File: src/rtl/tx_lanes.sv
// rtl/tx_lanes.sv - four-lane framed serial transmitter with a four-byte staging buffer
module tx_lanes (
    input  logic       clk,
    input  logic       reset,
    input  logic       enb,
    input  logic [7:0] data,
    input  logic       valid,
    input  logic       last,
    output logic       ready,
    output logic       busy,
    output logic       L0,
    output logic       L1,
    output logic       L2,
    output logic       L3
);
    localparam logic [7:0] IDLE_SYM = 8'h7C;
    localparam logic [7:0] COM_SYM  = 8'hBC;
    localparam logic [7:0] STP_SYM  = 8'hFB;
    localparam logic [7:0] END_SYM  = 8'hFD;
    localparam logic [7:0] PAD_SYM  = 8'hF7;

    typedef enum logic [2:0] {
        ST_IDLE,
        ST_COM,
        ST_STP,
        ST_DATA,
        ST_END
    } state_t;

    state_t     state;
    state_t     state_nxt;
    logic [7:0] sreg    [4];
    logic [7:0] sym_nxt [4];
    logic [7:0] wbuf    [4];
    logic [2:0] bitcnt;
    logic [2:0] wcnt;
    logic       wlast;
    logic       sent_last;
    logic       sent_last_nxt;
    logic       flush;
    logic       boundary;
    logic       accept;

    // ready is masked in the boundary cycle so a symbol load never races an accept
    assign boundary = enb && (bitcnt == 3'd7);
    assign ready    = enb && reset && (wcnt < 3'd4) && !wlast && (bitcnt != 3'd7);
    assign accept   = valid && ready;
    assign busy     = (state != ST_IDLE) || (wcnt != 3'd0);

    assign L0 = sreg[0][7];
    assign L1 = sreg[1][7];
    assign L2 = sreg[2][7];
    assign L3 = sreg[3][7];

    always_ff @(posedge clk or negedge reset) begin
        if (!reset) begin
            state <= ST_IDLE;
        end else if (boundary) begin
            state <= state_nxt;
        end
    end

    always_comb begin
        state_nxt     = state;
        sent_last_nxt = sent_last;
        flush         = 1'b0;
        for (int k = 0; k < 4; k++) begin
            sym_nxt[k] = IDLE_SYM;
        end
        case (state)
            ST_IDLE: begin
                if (wcnt != 3'd0) begin
                    state_nxt = ST_COM;
                    for (int k = 0; k < 4; k++) begin
                        sym_nxt[k] = COM_SYM;
                    end
                end
            end
            ST_COM: begin
                state_nxt = ST_STP;
                for (int k = 0; k < 4; k++) begin
                    sym_nxt[k] = STP_SYM;
                end
            end
            ST_STP, ST_DATA: begin
                if ((state == ST_DATA) && sent_last) begin
                    state_nxt     = ST_END;
                    sent_last_nxt = 1'b0;
                    for (int k = 0; k < 4; k++) begin
                        sym_nxt[k] = END_SYM;
                    end
                end else if ((wcnt == 3'd4) || wlast) begin
                    state_nxt     = ST_DATA;
                    sent_last_nxt = wlast;
                    flush         = 1'b1;
                    for (int k = 0; k < 4; k++) begin
                        sym_nxt[k] = (3'(k) < wcnt) ? wbuf[k] : PAD_SYM;
                    end
                end else begin
                    // underrun: keep the partial group and fill this symbol time
                    state_nxt = ST_DATA;
                    for (int k = 0; k < 4; k++) begin
                        sym_nxt[k] = PAD_SYM;
                    end
                end
            end
            ST_END: begin
                state_nxt = ST_IDLE;
            end
            default: begin
                state_nxt = ST_IDLE;
            end
        endcase
    end

    always_ff @(posedge clk or negedge reset) begin
        if (!reset) begin
            bitcnt    <= 3'd0;
            wcnt      <= 3'd0;
            wlast     <= 1'b0;
            sent_last <= 1'b0;
            for (int k = 0; k < 4; k++) begin
                sreg[k] <= IDLE_SYM;
                wbuf[k] <= 8'h00;
            end
        end else if (enb) begin
            bitcnt <= bitcnt + 3'd1;
            if (boundary) begin
                sent_last <= sent_last_nxt;
                for (int k = 0; k < 4; k++) begin
                    sreg[k] <= sym_nxt[k];
                end
                if (flush) begin
                    wcnt  <= 3'd0;
                    wlast <= 1'b0;
                end
            end else begin
                for (int k = 0; k < 4; k++) begin
                    sreg[k] <= {sreg[k][6:0], 1'b0};
                end
                if (accept) begin
                    wbuf[wcnt[1:0]] <= data;
                    wcnt            <= wcnt + 3'd1;
                    if (last) begin
                        wlast <= 1'b1;
                    end
                end
            end
        end
    end
endmodule

File: config.mk
export PLATFORM = sky130hd
export DESIGN_NAME = tx_lanes
export DESIGN_NICKNAME = d
export VERILOG_FILES = /design/src/rtl/tx_lanes.sv
export SDC_FILE = /design/constraint.sdc
export NUM_CORES = 1
export LEC_CHECK = 0
export BUFFER_PORTS_ARGS = -buffer_cell sky130_fd_sc_hd__buf_2
export CAP_MARGIN = 20
export CORE_MARGIN = 5
export CORE_UTILIZATION = 40
export CTS_CLUSTER_SIZE = 20
export DETAILED_ROUTE_END_ITERATION = 10
export PLACE_DENSITY = 0.62
export SLEW_MARGIN = 20
export SYNTH_ARGS = -nofsm -noshare
export SYNTH_HDL_FRONTEND = slang
export SYNTH_SLANG_ARGS = --single-unit
File: constraint.sdc
create_clock -name clk -period 2.6 [get_ports clk]
set_input_delay 0.26 -clock clk [delete_from_list [all_inputs] [get_ports clk]]
set_output_delay 0.26 -clock clk [all_outputs]
set_load 0.03 [all_outputs]
==> metrics.md, run 1 <==
| Metric | Value |
|---|---|
| Yosys warnings | 0 |
| Congestion Overflow GR | 0 |
| Commonest cells after routing, fill and taps aside | dfrtp_1, mux2_4, o22ai_1 |
| Vias | 2472 |
| Post-DR vias/cell | 5.58 |
| Req. time, crit path | 2340 ps |
| Max IR drop VDD | 0.445 mV |
| Core Box Area | 9110 um^2 |
| Period utilization | 0.809 |
| DRT antenna net count | 0 |
| CTS clk-pin slew, worst paths | 80 ps |
| Setup violators final | 0 |
| Sw Ratio | 0.359 |
| Initial antenna violation count | 0 |
| Drt wl/cell | 19.0 um |
| Clock Latency Late Sink | 350 ps |
| Clock power frac | 0.227 |
| Worst rel slew slack | 0.373 |
| Comb pwr share | 0.333 |
| Sequential share of the synthesized area | 0.514 |
| Postcts setup bufs | 0 |
| DPL Wire Length | 5.95 mm |
| Syn Inst Count | 311 |
| # Max-Cap Violations | 0 |
| Number of H-tree levels | 3 |
| Drt first pass iters | 5 |
| Final core utilization | 0.449 |
| Max frequency | 475 MHz |
| Post-Synthesis Cell Area | 3700 um^2 |
| Wirelength, routed | 8.43 mm |
| Gpl congestion | 0.857 |
| Fin worst setup slack | 497 ps |
| # DRC | 0 |
| GRT Max-Usage Layer | met2 |
| Die area | 11300 um^2 |
| Max-slew violations | 0 |
| CTS tree | built |
| Die span in x | 106 um |
| Area delta synth->final | 10.6% |
| Startpoint types | register |
| CTS resizes | 0 |
| TNS Setup | 0 ps |
| Syn avg cell area | 11.9 um^2 |
| Num ports | 19 |
| Status | complete, no violations |
| Fin nets | 346 |
| Critical path type | reg -> out |
| Met3 Use GR | 0.0291 |
| Largest net degree at the start of global routing | 76 |
| Arrival @ worst endpoint | 1840 ps |
| Clock sinks | 75 |
| Initial DRC Count | 173 |
| # hold bufs at CTS | 0 |
| #FFs+latches synth | 75 |
| Met2 usage | 0.233 |
| Max Fanout on Critical Path | 10 |
| # rows | 35 |
| Vias in the first global route | 2551 |
| Starting density of the core | 0.406 |
| Share of layout cells above drive strength 1 | 0.319 |
| Pleak | 1.89 nW |
| Root Buffer | clkbuf_8 |
| Clk buf depth | 2 |
| Met1 usage | 0.231 |
| Power per cell area | 1100 nW/um^2 |
| Input/output buffers | 18 |
| CP Capture Type | output port |
| Mapped Nets | 330 |
| N_diodes | 0 |
| Die Y | 106 um |
| First-pass GRT wire length | 13.9 mm |
| Slew @ Worst Pin | 940 ps |
| Most common cell after layout, fill and taps aside | dfrtp_1 |
| Hold Fails Final Rpt | 0 |
| Hold_ws | 129 ps |
| Pint | 0.00290 W |
| TritonCTS buffer count | 9 |
| Number of synthesized flops with an enable pin | 0 |
| Top_reg_cell synth | dfrtp_1 |
| RSZ-0062 raised after global routing | no |
| Psw | 0.00162 W |
| Synth cell types | 48 |
| Hold Crit Class | in -> async |
| Worst slack, placed | 582 ps |
| Synth async-reset ratio | 1.00 |
| Tot GR Track Use | 0.159 |
| Crit path time final | 2100 ps |
| Worst Clk Skew | 7.60 ps |
| Sequential group share of total power | 0.441 |
==> registers in the layout, summed over array words and instances (netlist names) <==
| signal | flops |
|---|---|
| wcnt | 3 |
| wbuf | 32 |
| bitcnt | 3 |
| L3 | 1 |
| L2 | 1 |
| state | 3 |
| sent_last | 1 |
| L1 | 1 |
| wlast | 1 |
| L0 | 1 |
| sreg | 28 |
==> cell families (layout without fill, tap and decap cells) <==
| family | Yosys count | in the layout | synth area share |
|---|---|---|---|
| AOI/OAI and AO/OA | 85 | 85 | 0.144 |
| and+or+nand+nor | 78 | 78 | 0.137 |
| DFF | 75 | 75 | 0.514 |
| muxes | 36 | 36 | 0.142 |
| buffers and inverters | 30 | 51 | 0.0399 |
| adders and majority gates | 6 | 6 | 0.0203 |
| xor gates and xnor gates | 1 | 1 | 0.00237 |
==> layout make-up <==
class                   count  area (um^2)
well taps                 111          139
clock buffers              12          155
flip-flops and latches     75         1900
clock inverters             4         73.8
fillers                   855         5020
multi-input cells         206         1650
repair buffers             22          123
inverters                  13         48.8
==> layer usage <==
metal / vias up / wire, um
met5: - / 0
met4: 0 / 165
met3: 11 / 268
met2: 50 / 3820
met1: 1244 / 4170
li1: 1167 / -
==> critical path: stages (launching register included) <==
cell	delay, ps
dfrtp_1	500
inv_1	150
ha_1	270
nor3b_2	270
nand2_1	110
buf_2	190
==> power groups by stage <==
stage	clock network, W	logic (W)	registers, W
after floorplan	0	0.00116	0.00190
final	0.00102	0.00150	0.00199
after detailed placement	0	0.00149	0.00201
after CTS	0.00105	0.00150	0.00199
after global placement	0	0.00147	0.00200
after global routing	0.00109	0.00164	0.00204
==> worst paths after layout <==
check                                        to  cells past startpoint  slack (ps)                   from
max                                        busy                      5         500    wcnt[1]$_DFFE_PN0P_
min                        wbuf[22]$_DFFE_PN0P_                      2         130                  reset
max reg2reg                 wbuf[5]$_DFFE_PN0P_                      6         560  bitcnt[0]$_DFFE_PN0P_
min reg2reg                sreg[19]$_DFFE_PN1P_                      2         480   sreg[19]$_DFFE_PN1P_
max in group asynchronous  wbuf[30]$_DFFE_PN0P_                      2        1840                  reset
min in group clk              wlast$_DFFE_PN0P_                      3         150                   last
==> metrics by stage <==
stage	cell area (um^2)	total power (W)	instances
after floorplan	3700	0.00306	311
after global placement	3860	0.00348	427
after detailed placement	3860	0.00350	427
after CTS	4090	0.00454	443
after global routing	4090	0.00477	443
final	4090	0.00452	443
==> synth_stat cells, drive strengths merged, types with 9 or more instances <==
library cell / count / area, um^2
dfrtp: 55 / 1380
mux2: 36 / 526
a21oi: 21 / 109
o22ai: 21 / 131
dfstp: 20 / 526
o21ai: 19 / 95.1
nor2: 16 / 67.6
nand2: 14 / 118
inv: 13 / 48.8
buf: 12 / 80.1
nor3: 12 / 60.1
nand2b: 9 / 56.3
(Power assumes the default switching activity.)
==> run 2, diff against run 1 <==
==> constraint.sdc (replaced) <==
create_clock -name clk -period 2.2 [get_ports clk]
set_input_delay 0.22 -clock clk [delete_from_list [all_inputs] [get_ports clk]]
set_output_delay 0.22 -clock clk [all_outputs]
set_load 0.03 [all_outputs]
==> run 2 against run 1 <==
Setup slack worse by 290 ps. Core utilization is 0.62 points higher. Critical endpoint is now ready. Register-to-register slack worse by 290 ps. Highest routed layer unchanged.
==> metrics.md, run 2 (synthesized netlist as in run 1, its figures left out) <==
| Metric | Value |
|---|---|
| Status | complete, no violations |
| DPL Wire Length | 6.27 mm (+5.3%) |
| HP Start | last |
| Fill count | 847 (-0.94%) |
| Clk buf depth | 2 (unchanged) |
| Num ports | 19 (unchanged) |
| Period utilization | 0.905 |
| CTS resizes | 0 (unchanged) |
| Comb pwr share | 0.344 (+0.011) |
| Commonest cells after routing, fill and taps aside | dfrtp_1, mux2_4, o22ai_1 |
| CTS tree | built |
| RSZ-0062 raised after global routing | no |
| Initial antenna violation count | 0 (unchanged) |
| Postcts setup bufs | 0 (unchanged) |
| Core Box Area | 9110 um^2 (unchanged) |
| Root Buffer | clkbuf_8 |
| Tot GR Track Use | 0.161 (+0.00226) |
| Worst slack, placed | 274 ps (-307 ps) |
| Power per cell area | 1290 nW/um^2 (+17%) |
| Req. time, crit path | 1980 ps (-360 ps) |
| # DRC | 0 (unchanged) |
| Clock sinks | 75 (unchanged) |
| Vias | 2449 (-0.93%) |
| TritonCTS buffer count | 9 (unchanged) |
| Sw Ratio | 0.350 (-0.00828) |
| Pint | 0.00347 W (+20%) |
| Die area | 11300 um^2 (unchanged) |
| Most used cell along the critical path | ha_1 |
| Psw | 0.00187 W (+16%) |
| CP peak stage delay | 390 ps (-110 ps) |
| Starting density of the core | 0.406 (unchanged) |
| Max-slew violations | 0 (unchanged) |
| Worst rel slew slack | 0.521 (+0.148) |
| Critical path type | reg -> out |
| Initial DRC Count | 157 (-9.2%) |
| Max IR drop VDD | 0.573 mV (+29%) |
| Flip-flop count of the largest register after layout | 32 (unchanged) |
| Reg2Reg Depth | 7 (+1) |
| Startpoint types | register |
| Die Y | 106 um (unchanged) |
| CP Capture Type | output port |
| Slew @ Worst Pin | 719 ps (-221 ps) |
| Placed instance area | 3910 um^2 (+1.4%) |
| Largest register by flop count | wbuf |
| Wirelength, routed | 8.59 mm (+1.9%) |
| N_diodes | 0 (unchanged) |
| Worst flop-to-flop path startpoint | bitcnt[0]$_DFFE_PN0P_ |
| Crit path time final | 1990 ps |
| Fin nets | 354 (+2.3%) |
| # Max-Cap Violations | 0 (unchanged) |
| Drt wl/cell | 19.0 um (+0.10%) |
| Fin worst setup slack | 209 ps (-287 ps) |
| Worst Clk Skew | 7.90 ps (+0.294 ps) |
| Setup violators final | 0 (unchanged) |
| CTS clk-pin slew, worst paths | 70 ps (about the same) |
| Finished Cell Area | 4150 um^2 (+1.4%) |
| Pwr Total | 0.00535 W (+18%) |
| Hold EP | wlast$_DFFE_PN0P_ |
| FF-to-FF End | sreg[2]$_DFFE_PN1P_ |
| Sequential group share of total power | 0.434 (-0.007) |
| Reg2reg setup slack | 270 ps (-290 ps) |
| Post-DR vias/cell | 5.43 (-2.7%) |
| Share of layout cells above drive strength 1 | 0.326 (+0.00719) |
| Largest net degree at the start of global routing | 58 (-24%) |
| Clock Latency Late Sink | 340 ps (about the same) |
| DRT antenna net count | 0 (unchanged) |
| Gpl congestion | 0.860 (+0.36%) |
| Area delta synth->final | 12.1% |
| # rows | 35 (unchanged) |
| Most common cell after layout, fill and taps aside | dfrtp_1 |
| Top Registers | wbuf (32), sreg (28) |
| Vias in the first global route | 2485 (-2.6%) |
| Max Fanout on Critical Path | 4 (-6) |
| Pleak | 1.93 nW (+1.7%) |
| First-pass GRT wire length | 14.1 mm (+1.1%) |
| Arrival @ worst endpoint | 1770 ps (-70 ps) |
| Congestion Overflow GR | 0 (unchanged) |
| Hold_ws | 129 ps (+0.0550 ps) |
| Input/output buffers | 18 (unchanged) |
| Hold Fails Final Rpt | 0 (unchanged) |
| Die span in x | 106 um (unchanged) |
| Drt first pass iters | 4 (-1) |
| Hold depth | 3 |
| Worst path cell trace | ha_1 > ha_1 > nor2b_4 > buf_4 > and3_1 > buf_2 |
| Hold Crit Class | in -> reg |
| Clock power frac | 0.222 (-0.005) |
| Number of H-tree levels | 3 (unchanged) |
| CP max stage cell | dfrtp_1 |
| TNS Setup | 0 ps (unchanged) |
| Max frequency | 502 MHz |
run 2: worst max-delay path by stage:
| stage | startpoint | depth (start not counted) | endpoint | slack, ps |
|---|---|---|---|---|
| after floorplan | bitcnt[0]$_DFFE_PN0P_ | 7 | wbuf[0]$_DFFE_PN0P_ | 350 |
| after global placement | bitcnt[0]$_DFFE_PN0P_ | 6 | wbuf[1]$_DFFE_PN0P_ | 290 |
| after detailed placement | bitcnt[0]$_DFFE_PN0P_ | 6 | wbuf[3]$_DFFE_PN0P_ | 270 |
| after CTS | bitcnt[0]$_DFFE_PN0P_ | 6 | ready | 170 |
| after global routing | bitcnt[0]$_DFFE_PN0P_ | 6 | ready | 90 |
| final | bitcnt[0]$_DFFE_PN0P_ | 6 | ready | 210 |
run 2: per-layer routing:
metal | vias to the layer above | part of all wire | GRT usage
met5 | - | 0 | 0
met2 | 47 | 0.45 | 0.239
met3 | 9 | 0.029 | 0.0231
met4 | 0 | 0.017 | 0.0611
li1 | 1178 | - | -
met1 | 1215 | 0.50 | 0.238
run 2: per-stage QoR:
step                instances   util
floorplan                 311      -
detailed placement        434  0.430
CTS                       451  0.455
global placement          434  0.430
finish                    451  0.455
global route              451  0.455
run 2: layout make-up:
type	instances	area (um^2)	share of cell area
clock buffers	14	163	0.0392
clock inverters	2	60.1	0.0145
inverters	13	48.8	0.0118
multi-input cells	206	1650	0.398
flip-flops and latches	75	1900	0.459
well taps	111	139	0.0335
repair buffers	30	185	0.0447
run 2: power by group through the flow:
stage	clock network, W	registers, W	logic [W]
final	0.00119	0.00232	0.00184
after global routing	0.00127	0.00238	0.00201
after floorplan	0	0.00225	0.00137
after detailed placement	0	0.00234	0.00183
after CTS	0.00121	0.00232	0.00184
after global placement	0	0.00234	0.00181
run 2: timing repair:
action	in CTS	in global routing
endpoints found under the hold margin	18	0
hold buffers	1	0
setup endpoints to repair	0	0
run 2: worst max-delay path, delay by kind of cell, from the launching register on:
| family | cells | cell delay (ps) |
|---|---|---|
| simple gates | 2 | 270 |
| fa+ha+maj | 2 | 430 |
| flops | 1 | 390 |
| buf+inv | 2 | 330 |
